`src/rtl/rv_instr_encoder.sv`:
```
// RV32I field-to-word encoder streaming into an instruction-memory write port.
// Optional immediate range checking is enabled by ENCODER_RANGE_CHECK_EN.
package rv_pkg;
    typedef enum logic [5:0] {
        OP_LUI, OP_AUIPC, OP_JAL, OP_JALR,
        OP_BEQ, OP_BNE, OP_BLT, OP_BGE, OP_BLTU, OP_BGEU,
        OP_LB, OP_LH, OP_LW, OP_LBU, OP_LHU,
        OP_SB, OP_SH, OP_SW,
        OP_ADDI, OP_SLTI, OP_SLTIU, OP_XORI, OP_ORI, OP_ANDI,
        OP_SLLI, OP_SRLI, OP_SRAI,
        OP_ADD, OP_SUB, OP_SLL, OP_SLT, OP_SLTU,
        OP_XOR, OP_SRL, OP_SRA, OP_OR, OP_AND,
        OP_FENCE, OP_ECALL, OP_EBREAK
    } rv_op_e;
endpackage

module rv_instr_encoder
    import rv_pkg::*;
#(
    parameter int                ADDR_W    = 32,
    parameter logic [ADDR_W-1:0] BASE_ADDR = '0,
    parameter int                CNT_W     = 16
) (
    input  logic              clk,
    input  logic              rst_n,
    input  logic              start,
    input  logic              in_valid,
    output logic              in_ready,
    input  rv_op_e            in_op,
    input  logic [4:0]        in_rd,
    input  logic [4:0]        in_rs1,
    input  logic [4:0]        in_rs2,
    input  logic [31:0]       in_imm,
    output logic              out_valid,
    input  logic              out_ready,
    output logic [31:0]       out_instr,
    output logic [ADDR_W-1:0] out_addr,
    output logic [CNT_W-1:0]  word_cnt,
    output logic              err,
    output logic [CNT_W-1:0]  err_cnt
);

    localparam logic [31:0] NOP = 32'h0000_0013;

    localparam logic [6:0] OPC_LUI   = 7'b0110111;
    localparam logic [6:0] OPC_AUIPC = 7'b0010111;
    localparam logic [6:0] OPC_JAL   = 7'b1101111;
    localparam logic [6:0] OPC_JALR  = 7'b1100111;
    localparam logic [6:0] OPC_BR    = 7'b1100011;
    localparam logic [6:0] OPC_LD    = 7'b0000011;
    localparam logic [6:0] OPC_ST    = 7'b0100011;
    localparam logic [6:0] OPC_IMM   = 7'b0010011;
    localparam logic [6:0] OPC_OP    = 7'b0110011;
    localparam logic [6:0] OPC_FENCE = 7'b0001111;
    localparam logic [6:0] OPC_SYS   = 7'b1110011;
    localparam logic [6:0] F7_ALT    = 7'b0100000;

    typedef enum logic [3:0] {
        F_R, F_I, F_SH, F_S, F_B, F_U, F_J, F_SYS, F_BAD
    } fmt_e;

    fmt_e        fmt;
    logic [6:0]  opc;
    logic [2:0]  f3;
    logic [6:0]  f7;
    logic [31:0] enc;
    logic [31:0] word;
    logic        range_err;
    logic        accept;
    logic        xfer;

    assign in_ready = !out_valid || out_ready;
    assign accept   = in_valid && in_ready;
    assign xfer     = out_valid && out_ready;

    always_comb begin
        fmt = F_BAD;
        opc = '0;
        f3  = '0;
        f7  = '0;
        unique case (in_op)
            OP_LUI:    begin fmt = F_U;   opc = OPC_LUI; end
            OP_AUIPC:  begin fmt = F_U;   opc = OPC_AUIPC; end
            OP_JAL:    begin fmt = F_J;   opc = OPC_JAL; end
            OP_JALR:   begin fmt = F_I;   opc = OPC_JALR; end
            OP_BEQ:    begin fmt = F_B;   opc = OPC_BR; f3 = 3'b000; end
            OP_BNE:    begin fmt = F_B;   opc = OPC_BR; f3 = 3'b001; end
            OP_BLT:    begin fmt = F_B;   opc = OPC_BR; f3 = 3'b100; end
            OP_BGE:    begin fmt = F_B;   opc = OPC_BR; f3 = 3'b101; end
            OP_BLTU:   begin fmt = F_B;   opc = OPC_BR; f3 = 3'b110; end
            OP_BGEU:   begin fmt = F_B;   opc = OPC_BR; f3 = 3'b111; end
            OP_LB:     begin fmt = F_I;   opc = OPC_LD; f3 = 3'b000; end
            OP_LH:     begin fmt = F_I;   opc = OPC_LD; f3 = 3'b001; end
            OP_LW:     begin fmt = F_I;   opc = OPC_LD; f3 = 3'b010; end
            OP_LBU:    begin fmt = F_I;   opc = OPC_LD; f3 = 3'b100; end
            OP_LHU:    begin fmt = F_I;   opc = OPC_LD; f3 = 3'b101; end
            OP_SB:     begin fmt = F_S;   opc = OPC_ST; f3 = 3'b000; end
            OP_SH:     begin fmt = F_S;   opc = OPC_ST; f3 = 3'b001; end
            OP_SW:     begin fmt = F_S;   opc = OPC_ST; f3 = 3'b010; end
            OP_ADDI:   begin fmt = F_I;   opc = OPC_IMM; f3 = 3'b000; end
            OP_SLTI:   begin fmt = F_I;   opc = OPC_IMM; f3 = 3'b010; end
            OP_SLTIU:  begin fmt = F_I;   opc = OPC_IMM; f3 = 3'b011; end
            OP_XORI:   begin fmt = F_I;   opc = OPC_IMM; f3 = 3'b100; end
            OP_ORI:    begin fmt = F_I;   opc = OPC_IMM; f3 = 3'b110; end
            OP_ANDI:   begin fmt = F_I;   opc = OPC_IMM; f3 = 3'b111; end
            OP_SLLI:   begin fmt = F_SH;  opc = OPC_IMM; f3 = 3'b001; end
            OP_SRLI:   begin fmt = F_SH;  opc = OPC_IMM; f3 = 3'b101; end
            OP_SRAI:   begin fmt = F_SH;  opc = OPC_IMM; f3 = 3'b101; f7 = F7_ALT; end
            OP_ADD:    begin fmt = F_R;   opc = OPC_OP; f3 = 3'b000; end
            OP_SUB:    begin fmt = F_R;   opc = OPC_OP; f3 = 3'b000; f7 = F7_ALT; end
            OP_SLL:    begin fmt = F_R;   opc = OPC_OP; f3 = 3'b001; end
            OP_SLT:    begin fmt = F_R;   opc = OPC_OP; f3 = 3'b010; end
            OP_SLTU:   begin fmt = F_R;   opc = OPC_OP; f3 = 3'b011; end
            OP_XOR:    begin fmt = F_R;   opc = OPC_OP; f3 = 3'b100; end
            OP_SRL:    begin fmt = F_R;   opc = OPC_OP; f3 = 3'b101; end
            OP_SRA:    begin fmt = F_R;   opc = OPC_OP; f3 = 3'b101; f7 = F7_ALT; end
            OP_OR:     begin fmt = F_R;   opc = OPC_OP; f3 = 3'b110; end
            OP_AND:    begin fmt = F_R;   opc = OPC_OP; f3 = 3'b111; end
            OP_FENCE:  begin fmt = F_I;   opc = OPC_FENCE; end
            OP_ECALL:  begin fmt = F_SYS; opc = OPC_SYS; end
            OP_EBREAK: begin fmt = F_SYS; opc = OPC_SYS; end
            default:   fmt = F_BAD;
        endcase
    end

    always_comb begin
        enc = NOP;
        unique case (fmt)
            F_R:   enc = {f7, in_rs2, in_rs1, f3, in_rd, opc};
            F_I:   enc = {in_imm[11:0], in_rs1, f3, in_rd, opc};
            F_SH:  enc = {f7, in_imm[4:0], in_rs1, f3, in_rd, opc};
            F_S:   enc = {in_imm[11:5], in_rs2, in_rs1, f3,
                          in_imm[4:0], opc};
            F_B:   enc = {in_imm[12], in_imm[10:5], in_rs2, in_rs1, f3,
                          in_imm[4:1], in_imm[11], opc};
            F_U:   enc = {in_imm[31:12], in_rd, opc};
            F_J:   enc = {in_imm[20], in_imm[10:1], in_imm[11],
                          in_imm[19:12], in_rd, opc};
            F_SYS: enc = {11'd0, in_op == OP_EBREAK, 13'd0, opc};
            default: enc = NOP;
        endcase
    end

    assign word = (fmt == F_BAD || range_err) ? NOP : enc;

    always_ff @(posedge clk or negedge rst_n) begin
        if (!rst_n) begin
            out_valid <= 1'b0;
            out_instr <= '0;
        end else if (accept) begin
            out_valid <= 1'b1;
            out_instr <= word;
        end else if (xfer) begin
            out_valid <= 1'b0;
        end
    end

    // start outranks a same-cycle transfer; a held word is re-addressed, not dropped
    always_ff @(posedge clk or negedge rst_n) begin
        if (!rst_n) begin
            out_addr <= BASE_ADDR;
            word_cnt <= '0;
        end else if (start) begin
            out_addr <= BASE_ADDR;
            word_cnt <= '0;
        end else if (xfer) begin
            out_addr <= out_addr + ADDR_W'(4);
            if (word_cnt != '1)
                word_cnt <= word_cnt + CNT_W'(1);
        end
    end

`ifdef ENCODER_RANGE_CHECK_EN
    always_comb begin
        range_err = 1'b0;
        unique case (fmt)
            F_I, F_S: range_err = !(&in_imm[31:11] || !(|in_imm[31:11]));
            F_SH:     range_err = |in_imm[31:5];
            F_B:      range_err = !(&in_imm[31:12] || !(|in_imm[31:12]))
                                  || in_imm[0];
            F_J:      range_err = !(&in_imm[31:20] || !(|in_imm[31:20]))
                                  || in_imm[0];
            F_U:      range_err = |in_imm[11:0];
            F_BAD:    range_err = 1'b1;
            default:  range_err = 1'b0;
        endcase
    end

    // an error accepted alongside start belongs to the freshly started run
    always_ff @(posedge clk or negedge rst_n) begin
        if (!rst_n) begin
            err     <= 1'b0;
            err_cnt <= '0;
        end else if (accept && range_err) begin
            err <= 1'b1;
            if (start)
                err_cnt <= CNT_W'(1);
            else if (err_cnt != '1)
                err_cnt <= err_cnt + CNT_W'(1);
        end else if (start) begin
            err     <= 1'b0;
            err_cnt <= '0;
        end
    end
`else
    assign range_err = 1'b0;
    assign err       = 1'b0;
    assign err_cnt   = '0;
`endif

endmodule

```
`config.mk`:
```
export PLATFORM = sky130hd
export DESIGN_NAME = rv_instr_encoder
export DESIGN_NICKNAME = d
export VERILOG_FILES = /design/src/rtl/rv_instr_encoder.sv
export SDC_FILE = /design/constraint.sdc
export NUM_CORES = 1
export LEC_CHECK = 0
export ABC_AREA = 1
export BUFFER_PORTS_ARGS = -buffer_cell sky130_fd_sc_hd__buf_4
export CORE_MARGIN = 3
export CORE_UTILIZATION = 58
export CTS_CLUSTER_SIZE = 20
export DETAILED_ROUTE_END_ITERATION = 10
export PLACE_DENSITY_LB_ADDON = 0.1
export SKIP_LAST_GASP = 1
export SYNTH_ARGS = -nofsm -noshare
export SYNTH_HDL_FRONTEND = slang
export SYNTH_SLANG_ARGS = --single-unit
```
`constraint.sdc`:
```
create_clock -name clk -period 2.8 [get_ports clk]
set_clock_uncertainty 0.05 [all_clocks]
set_input_delay 0 -clock clk [delete_from_list [all_inputs] [get_ports clk]]
set_output_delay 0 -clock clk [all_outputs]
set_load 0.01 [all_outputs]
```
==> results of run 1 <==
[worst paths after layout]
path	start	end	cells after the start
max in group asynchronous	rst_n	out_addr[30]$_DFFE_PN0N_	2
setup / recovery	start	out_addr[26]$_DFFE_PN0N_	13
min in group asynchronous	rst_n	word_cnt[4]$_DFFE_PN0P_	2
hold / removal	in_imm[3]	out_instr[10]$_DFFE_PN0P_	7
setup reg to reg	word_cnt[0]$_DFFE_PN0P_	word_cnt[6]$_DFFE_PN0P_	10
hold reg to reg	out_instr[3]$_DFFE_PN0P_	out_instr[3]$_DFFE_PN0P_	1
[area by class of cell]
| class | count | area (µm²) | area share, % |
|---|---|---|---|
| clock buffers | 10 | 137.6 | 1.908 |
| clock inverters | 6 | 92.59 | 1.284 |
| inverters | 92 | 345.3 | 4.788 |
| multi-input cells | 670 | 3052 | 42.31 |
| flip-flops and latches | 78 | 1952 | 27.06 |
| well taps | 129 | 161.4 | 2.238 |
| repair buffers | 183 | 1471 | 20.40 |
[layer usage]
layer  vias up  wire length (µm)  part of all wire, %
met2       324              8041                   48
met5         -                 0                    0
met4         0               313                  1.9
met3        35              1370                  8.2
li1       3130                 -                    -
met1      2903              6909                   42
[registers in the layout (all words and copies together), names as in the netlist]
| register | count |
|---|---|
| out_valid | 1 |
| out_instr | 31 |
| out_addr | 30 |
| word_cnt | 16 |
[metrics by stage]
stage / utilization, % / worst slack [ns] / power, mW / area (µm²)
floorplan: - / 0.9450 / 1.611 / 5664
global placement: 70.66 / 0.6747 / 1.894 / 6591
detailed placement: 70.66 / 0.6691 / 1.897 / 6591
CTS: 77.32 / 0.5385 / 2.934 / 7212
global route: 77.32 / 0.2600 / 3.082 / 7212
finish: 77.32 / 0.4928 / 2.933 / 7212
[where the power goes]
part           leakage (nW)  internal [mW]  total [mW]  switching (mW)
clock                 0.110          0.533       0.995           0.462
combinational          2.47          0.296       0.675           0.379
sequential             1.05           1.21        1.26          0.0563
[cell usage after synthesis]
cell type	n	area (µm²)
a211oi_1	1	7.510
a21o_1	2	15.01
a21oi_1	27	135.1
a221oi_1	2	17.52
a22oi_1	1	7.510
a31oi_1	3	18.77
a32o_1	1	10.01
buf_1	1	3.750
buf_2	12	60.06
buf_4	26	195.2
buf_6	1	11.26
clkbuf_1	12	45.04
clkinv_1	1	3.750
conb_1	1	3.750
dfrtp_1	78	1952
ha_1	2	25.02
inv_1	83	311.6
inv_2	8	30.03
nand2_1	268	1006
nand2_2	6	37.54
nand3_1	52	260.3
nand3_2	1	10.01
nand3b_1	1	7.510
nand4_1	38	237.7
nor2_1	91	341.6
nor2_2	11	68.82
nor2_4	2	22.52
nor3_1	34	170.2
nor3b_1	1	7.510
nor4_1	3	18.77
o211ai_1	1	7.510
o21ai_0	42	210.2
o21ai_1	50	250.2
o21bai_1	1	7.510
o31ai_1	4	30.03
or2_2	1	6.260
xnor2_1	1	8.760
xor2_1	4	35.03
[critical path, delay by kind of cell]
family	cells	cell delay, ns
buffers and inverters	3	0.97
AOI/OAI and AO/OA	2	0.18
and+or+nand+nor	8	1.33
[kinds of logic after synthesis]
kind of cell    after synthesis  share of synthesized area, %
flops                        78                         34.88
compound gates              135                         12.81
fa+ha+maj                     2                        0.4471
xor+xnor                      5                        0.7824
simple gates                509                         39.21
other cells                   1                       0.06700
buf+inv                     144                         11.80
==> metrics.cfg, run 1 <==
[synthesis]
avgSynthCellArea_um2 = 6.403
ys_warn_count = 0
synth_area_um2 = 5597
synth.yosys.seq_area_share_pct = 34.88
ys_types = 38
syn_inst = 874
yosys_register_bits = 78

[hold_path]
worstHoldPathType = input port to flop

[placement]
dp.cells = 1113
port_buffers = 137
gp_congestion = 0.9538
hpwl_mm = 11.43

[worst_setup_path]
cp_common_cell = nand2_1
critical_path_class = input port to flop
slowest_delay_ns = 0.52
crit_required_ns = 2.99
cp-start-kind = input port
arrival_ns = 2.50
cp_slowest_cell = dlygate4sd3_1
worst_setup_path_end_kind = flop
reg2reg_slack_ns = 0.67
path_cells = dlygate4sd3_1 -> buf_4 -> inv_2 -> nand2_2 -> nand2_1 -> nor2_2 -> nand2_1 -> nor2_2 -> nand2_1 -> nor2_2 -> nand2_1 -> o21ai_1 -> a21oi_1
worst-path-max-fanout = 39

[grt]
met2_usage_pct = 51.39
grt_max_degree = 79
antenna_found_initial = 0
grt_overflow = 0
met1_usage_pct = 40.76
met3_usage_pct = 4.904
first_global_vias = 5843
grt_pass1_wl_mm = 27.75
top_usage_layer = met2
grt_use_total_pct = 30.53

[run]
maxCapViolations = 0

[final_layout]
insertedDiodeCount = 0
final_common_cell = nand2_1
fillCellCount = 770
drive_gt1_share_pct = 18.19
area_delta_synth_final_pct = 28.86
final_cell_mix = nand2_1, buf_4, nor2_1, inv_1, dfrtp_1
stdcell_count = 1168
final_nets = 1094

[clock_tree]
clock_sinks = 78
htree_levels = 3
clkTransAtPathRegs_ns = 0.09
cts_tree = yes
holdBufCountCts = 39
ctsResizeCount = 0
clock_latency_ns = 0.35
ctsLongestPathBuffers = 2
cts_buffers = 9
cts_root_buf = clkbuf_8
post_cts_buffers = 0

[timing]
worstMarginPinSlew_ns = 0.9892
min_period_ns = 2.307
clock.fmax_ghz = 0.4334
finalCritPeriodShare_pct = 82.40
hold_violations = 0
tns_ns = 0
relSlewSlack_pct = 34.05
setup_viol = 0
maxSlewViolCount = 0
rsz0062_at_grt = no
hold_slack_ns = 0.04018

[floorplan]
fp.dieArea_um2 = 10860
die_w_um = 104.2
start_util_pct = 60.00
core.rowCount = 35
io_pins = 157
chipHeight_um = 104.2
coreArea_um2 = 9328

[detailed_routing]
routed_via_density = 5.473
wl_per_cell_um = 14.24
num_vias = 6392
drt-initial-drc-count = 463
drc = 0
finalWirelength_mm = 16.64
drt_pass1_iterations = 5
drtAntennaViolNets = 0

[power_and_ir_drop]
vdd_drop_max_uv = 261.7
leakage_nw = 3.632
powerDensity_nw_per_um2 = 406.7

[outcome]
outcome = completed

(Power assumes the default switching activity.)
==> run 2, diff against run 1 <==
--- a/config.mk
+++ b/config.mk
@@ -5,10 +5,10 @@
 export SDC_FILE = /design/constraint.sdc
 export NUM_CORES = 1
 export LEC_CHECK = 0
-export ABC_AREA = 1
+export ABC_AREA = 0
 export BUFFER_PORTS_ARGS = -buffer_cell sky130_fd_sc_hd__buf_4
 export CORE_MARGIN = 3
-export CORE_UTILIZATION = 58
+export CORE_UTILIZATION = 52
 export CTS_CLUSTER_SIZE = 20
 export DETAILED_ROUTE_END_ITERATION = 10
 export PLACE_DENSITY_LB_ADDON = 0.1
==> constraint.sdc (replaced) <==
create_clock -name clk -period 2.26 [get_ports clk]
set_clock_uncertainty 0.05 [all_clocks]
set_input_delay 0 -clock clk [delete_from_list [all_inputs] [get_ports clk]]
set_output_delay 0 -clock clk [all_outputs]
set_load 0.01 [all_outputs]
==> metrics.cfg, run 2 <==
[outcome]
outcome = completed

[final_layout]
final_nets = 787
drive_gt1_share_pct = 25.82
largest-register = out_instr
fillCellCount = 653
final_common_cell = buf_4
final_cell_mix = buf_4, dfrtp_1, nor2_1, nand2_1, dlygate4sd3_1
insertedDiodeCount = 0
reg.largest.list = out_instr x31, out_addr x30, word_cnt x16
largest_reg_flops = 31
area_delta_synth_final_pct = 34.70

[hold_path]
hold_path_depth = 4
worstHoldPathType = input port to flop
hp-start = out_ready
hold_end = out_addr[3]$_DFFE_PN0N_

[clock_tree]
cts_tree = yes
cts_root_buf = clkbuf_8
htree_levels = 3
post_cts_buffers = 0
clkTransAtPathRegs_ns = 0.09
ctsLongestPathBuffers = 2
clock_latency_ns = 0.36
cts_buffers = 9
clock_sinks = 78

[synthesis]
syn_inst = 565
avgSynthCellArea_um2 = 8.712
synth.yosys.seq_area_share_pct = 39.65
synth_top_area_cell = dfrtp_1
yosysMostFrequentCell = dfrtp_1
synth_area_um2 = 4922
synthFlopType = dfrtp_1
synthTopCellsByArea = dfrtp_1, xnor2_1, nor2_1
ys_types = 64
yosys_register_bits = 78
synth_edf_count = 0
ys_warn_count = 0
synth_top_area_share_pct = 39.65
synth_common_cells = dfrtp_1, nor2_1, nand2_1, xnor2_1
synthArstFlopShare_pct = 100.0

[worst_setup_path]
arrival_ns = 2.31
reg2reg_from = out_valid$_DFFE_PN0P_
worst_setup_path_end_kind = flop
reg2reg_slack_ns = 0.16
crit_required_ns = 2.45
critical_path_class = input port to flop
cp-start-kind = input port
worst-path-max-fanout = 30
r2r_cells = 6
worstReg2RegEnd = out_instr[18]$_DFFE_PN0P_

[floorplan]
coreArea_um2 = 8976
chipHeight_um = 103.3
core.rowCount = 34
fp.dieArea_um2 = 10670
io_pins = 157
die_w_um = 103.3
start_util_pct = 54.84

[timing]
min_period_ns = 2.117
worstMarginPinSlew_ns = 0.6923
setup_viol = 0
relSlewSlack_pct = 53.42
tns_ns = 0
hold_violations = 0
hold_slack_ns = 0.01500
finalCritPeriodShare_pct = 93.68
clock.fmax_ghz = 0.4723
maxSlewViolCount = 0
rsz0062_at_grt = no

[grt]
grt_use_total_pct = 27.73
grt_pass1_wl_mm = 23.48
grt_max_degree = 49
antenna_found_initial = 0
grt_overflow = 0
first_global_vias = 4778

[placement]
port_buffers = 137
hpwl_mm = 9.801
gp_congestion = 0.9453

[detailed_routing]
drt_pass1_iterations = 5
routed_via_density = 5.760
finalWirelength_mm = 14.86
drtAntennaViolNets = 0
wl_per_cell_um = 17.31
num_vias = 4942
drt-initial-drc-count = 239
drc = 0

[power_and_ir_drop]
powerDensity_nw_per_um2 = 509.9
vdd_drop_max_uv = 385.6
power.total_mw = 3.381
leakage_nw = 2.941

[run]
maxCapViolations = 0

-- run 2: changes by cell type after synthesis, sizes merged, moves of 12 or more --
cell | before | now
nand3 | 53 | 16
inv | 91 | 13
clkbuf | 12 | 24
nor2 | 104 | 59
nor4 | 3 | 19
and2 | 0 | 13
nand2 | 274 | 52
xnor2 | 1 | 34
nand4 | 38 | 9
o21ai | 92 | 25
nor3 | 34 | 10
-- run 2: area by class of cell --
type,instances,area (µm²),share of cell area (%)
clock buffers,9,123.9,1.868
clock inverters,7,81.33,1.227
inverters,13,48.80,0.7360
multi-input cells,430,2675,40.35
flip-flops and latches,78,1952,29.44
well taps,126,157.7,2.378
repair buffers,195,1592,24.00
-- run 2: kinds of logic (layout without fill, tap and decap cells) --
group | Yosys count | after routing | share of synthesized area [%]
other | 1 | 19 | 0.07619
adders and majority gates | 3 | 3 | 0.7117
muxes | 2 | 2 | 0.4321
AOI/OAI and AO/OA | 132 | 132 | 18.51
xor gates and xnor gates | 39 | 39 | 6.940
DFF | 78 | 78 | 39.65
and+or+nand+nor | 235 | 235 | 26.00
buffers and inverters | 75 | 224 | 7.677
-- run 2: worst max path at each step --
stage,start,end,slack (ns),cells past startpoint
5_1_grt,out_valid$_DFFE_PN0P_,out_instr[30]$_DFFE_PN0P_,0.004,6
4_1_cts,out_valid$_DFFE_PN0P_,out_instr[30]$_DFFE_PN0P_,0.02,6
2_1_floorplan,out_addr[16]$_DFFE_PN0N_,out_addr[31]$_DFFE_PN0N_,0.36,6
3_5_place_dp,word_cnt[6]$_DFFE_PN0P_,word_cnt[15]$_DFFE_PN0P_,0.17,5
3_3_place_gp,word_cnt[6]$_DFFE_PN0P_,word_cnt[15]$_DFFE_PN0P_,0.29,5
6_report,in_op[1],out_instr[18]$_DFFE_PN0P_,0.14,6
-- run 2: layer usage --
metal  part of all wire [%]  global-route usage (%)
met5                      0                       0
met4                    2.3                   10.06
met3                    6.0                   4.829
met2                     52                   48.54
met1                     40                   34.31
-- run 2: critical path, stage by stage --
cell           delay, ns
buf_4               0.27
inv_1               0.20
o311ai_0            0.64
a21oi_2             0.22
a221o_1             0.40
dlygate4sd3_1       0.58
-- run 2: where the power goes --
| group | internal [mW] | switching, mW | total [mW] |
|---|---|---|---|
| registers | 1.47 | 0.0512 | 1.52 |
| logic | 0.361 | 0.381 | 0.742 |
| clock network | 0.526 | 0.591 | 1.12 |
| total | 2.36 | 1.02 | 3.38 |
-- run 2: repair_timing --
item	CTS	global route
endpoints found under the hold margin	68	0
endpoints found under the setup margin	0	16
gates resized for setup	0	6
hold buffers	46	0
-- run 2: metrics by stage --
| stage | setup WS [ns] | util (%) | cells | area (µm²) |
|---|---|---|---|---|
| detailed placement | 0.1651 | 66.28 | 796 | 5949 |
| floorplan | 0.3558 | - | 583 | 4990 |
| finish | 0.1427 | 73.86 | 858 | 6630 |
| global route | 0.004073 | 73.86 | 858 | 6630 |
| global placement | 0.2894 | 66.28 | 796 | 5949 |
| CTS | 0.01765 | 73.70 | 858 | 6615 |
==> run 3, diff against run 2 <==
--- a/config.mk
+++ b/config.mk
@@ -7,7 +7,8 @@
 export LEC_CHECK = 0
 export ABC_AREA = 0
 export BUFFER_PORTS_ARGS = -buffer_cell sky130_fd_sc_hd__buf_4
-export CORE_MARGIN = 3
+export CAP_MARGIN = 20
+export CORE_MARGIN = 2
 export CORE_UTILIZATION = 52
 export CTS_CLUSTER_SIZE = 20
 export DETAILED_ROUTE_END_ITERATION = 10
@@ -16,3 +17,4 @@
 export SYNTH_ARGS = -nofsm -noshare
 export SYNTH_HDL_FRONTEND = slang
 export SYNTH_SLANG_ARGS = --single-unit
+export TNS_END_PERCENT = 10
==> metrics.cfg, run 3 (synthesis gave the netlist of run 2 again) <==
[final_layout]
largest-register = out_instr
fillCellCount = 710
multi_input_area_um2 = 2661
drive_gt1_share_pct = 25.71
stdcell_area_um2 = 6610
final_common_cell = buf_4
final_cell_mix = buf_4, dfrtp_1, nor2_1, nand2_1, dlygate4sd3_1
seqCellArea_um2 = 1952
area_delta_synth_final_pct = 34.29
reg.largest.list = out_instr x31, out_addr x30, word_cnt x16
largest_reg_flops = 31
final_nets = 790
insertedDiodeCount = 0

[timing]
clock.fmax_ghz = 0.4646
worstMarginPinSlew_ns = 0.6934
hold_slack_ns = 0.02212
setup_viol = 0
min_period_ns = 2.152
tns_ns = 0
relSlewSlack_pct = 53.42
finalCritPeriodShare_pct = 95.23
rsz0062_at_grt = no
maxSlewViolCount = 0
hold_violations = 0

[power_and_ir_drop]
power.total_mw = 3.340
powerDensity_nw_per_um2 = 505.3
vdd_drop_max_uv = 319.1
leakage_nw = 2.943

[grt]
grt_use_total_pct = 27.61
antenna_found_initial = 0
grt_max_degree = 49
first_global_vias = 4680
grt_pass1_wl_mm = 22.91
grt_overflow = 0

[run]
maxCapViolations = 0

[clock_tree]
clkTransAtPathRegs_ns = 0.09
ctsLongestPathBuffers = 2
htree_levels = 3
cts_buffers = 9
clock_latency_ns = 0.35
cts_tree = yes
post_cts_buffers = 0
cts_root_buf = clkbuf_8
clock_sinks = 78

[placement]
gp_congestion = 0.9290
port_buffers = 137
dpl_cell_area_um2 = 5941
hpwl_mm = 9.454

[detailed_routing]
drt-initial-drc-count = 237
drtAntennaViolNets = 0
num_vias = 4944
drc = 0
drt_pass1_iterations = 4
routed_via_density = 5.844
finalWirelength_mm = 14.17
wl_per_cell_um = 16.75

[floorplan]
fp.dieArea_um2 = 10260
io_pins = 157
core.rowCount = 35
start_util_pct = 53.52
die_w_um = 101.3
coreArea_um2 = 9196
chipHeight_um = 101.3

[hold_path]
worstHoldPathType = input port to flop

[outcome]
outcome = completed

[worst_setup_path]
arrival_ns = 2.34
worst-path-max-fanout = 5
reg2reg_slack_ns = 0.11
critical_path_class = flop to flop
cp-start-kind = flop
worst_setup_path_end_kind = flop
crit_required_ns = 2.44

## run 3: power by group
group / total, mW / internal, mW / leakage, nW / switching, mW
Clock: 1.10 / 0.546 / 0.0951 / 0.549
Sequential: 1.52 / 1.47 / 1.04 / 0.0512
Combinational: 0.723 / 0.351 / 1.81 / 0.371
## run 3: critical path, stage by stage (launching register included)
cell,delay [ns]
dfrtp_1,0.43
nand2b_1,0.16
nand2_1,0.18
a221o_1,0.38
a31oi_1,0.18
a31oi_1,0.10
dlygate4sd3_1,0.55
## run 3: cell type report
class / instances / area share (%)
well taps: 111 / 2.101
inverters: 13 / 0.7382
flip-flops and latches: 78 / 29.53
multi-input cells: 430 / 40.26
clock buffers: 10 / 2.082
repair buffers: 198 / 24.23
clock inverters: 6 / 1.060
## run 3: metrics by stage
step / util [%] / setup WS, ns / std cells
global route: 71.88 / 0.007761 / 846
detailed placement: 64.60 / 0.2168 / 784
floorplan: - / 0.3558 / 583
CTS: 71.86 / 0.09153 / 846
global placement: 64.60 / 0.2879 / 784
finish: 71.88 / 0.1077 / 846
## run 3: routing by layer
| metal | track usage [%] | vias up | wire length (µm) |
|---|---|---|---|
| li1 | - | 2322 | - |
| met1 | 37.26 | 2401 | 5901 |
| met2 | 45.80 | 193 | 7237 |
| met3 | 3.589 | 28 | 697 |
| met4 | 9.875 | 0 | 337 |
| met5 | 0 | - | 0 |
## run 3: what timing repair did
item,in CTS,in global routing
endpoints found under the hold margin,64,0
setup endpoints to repair,0,1
resized for setup,0,1
hold buffers,46,0
## run 3: worst paths after layout
| check | from | to | cells after the start |
|---|---|---|---|
| max | out_valid$_DFFE_PN0P_ | out_instr[20]$_DFFE_PN0P_ | 6 |
| min | in_imm[31] | out_instr[31]$_DFFE_PN0P_ | 4 |
| max reg2reg | out_valid$_DFFE_PN0P_ | out_instr[20]$_DFFE_PN0P_ | 6 |
| min reg2reg | out_instr[5]$_DFFE_PN0P_ | out_instr[5]$_DFFE_PN0P_ | 2 |
| max in group asynchronous | rst_n | out_addr[4]$_DFFE_PN0N_ | 3 |
| min in group asynchronous | rst_n | word_cnt[10]$_DFFE_PN0P_ | 2 |
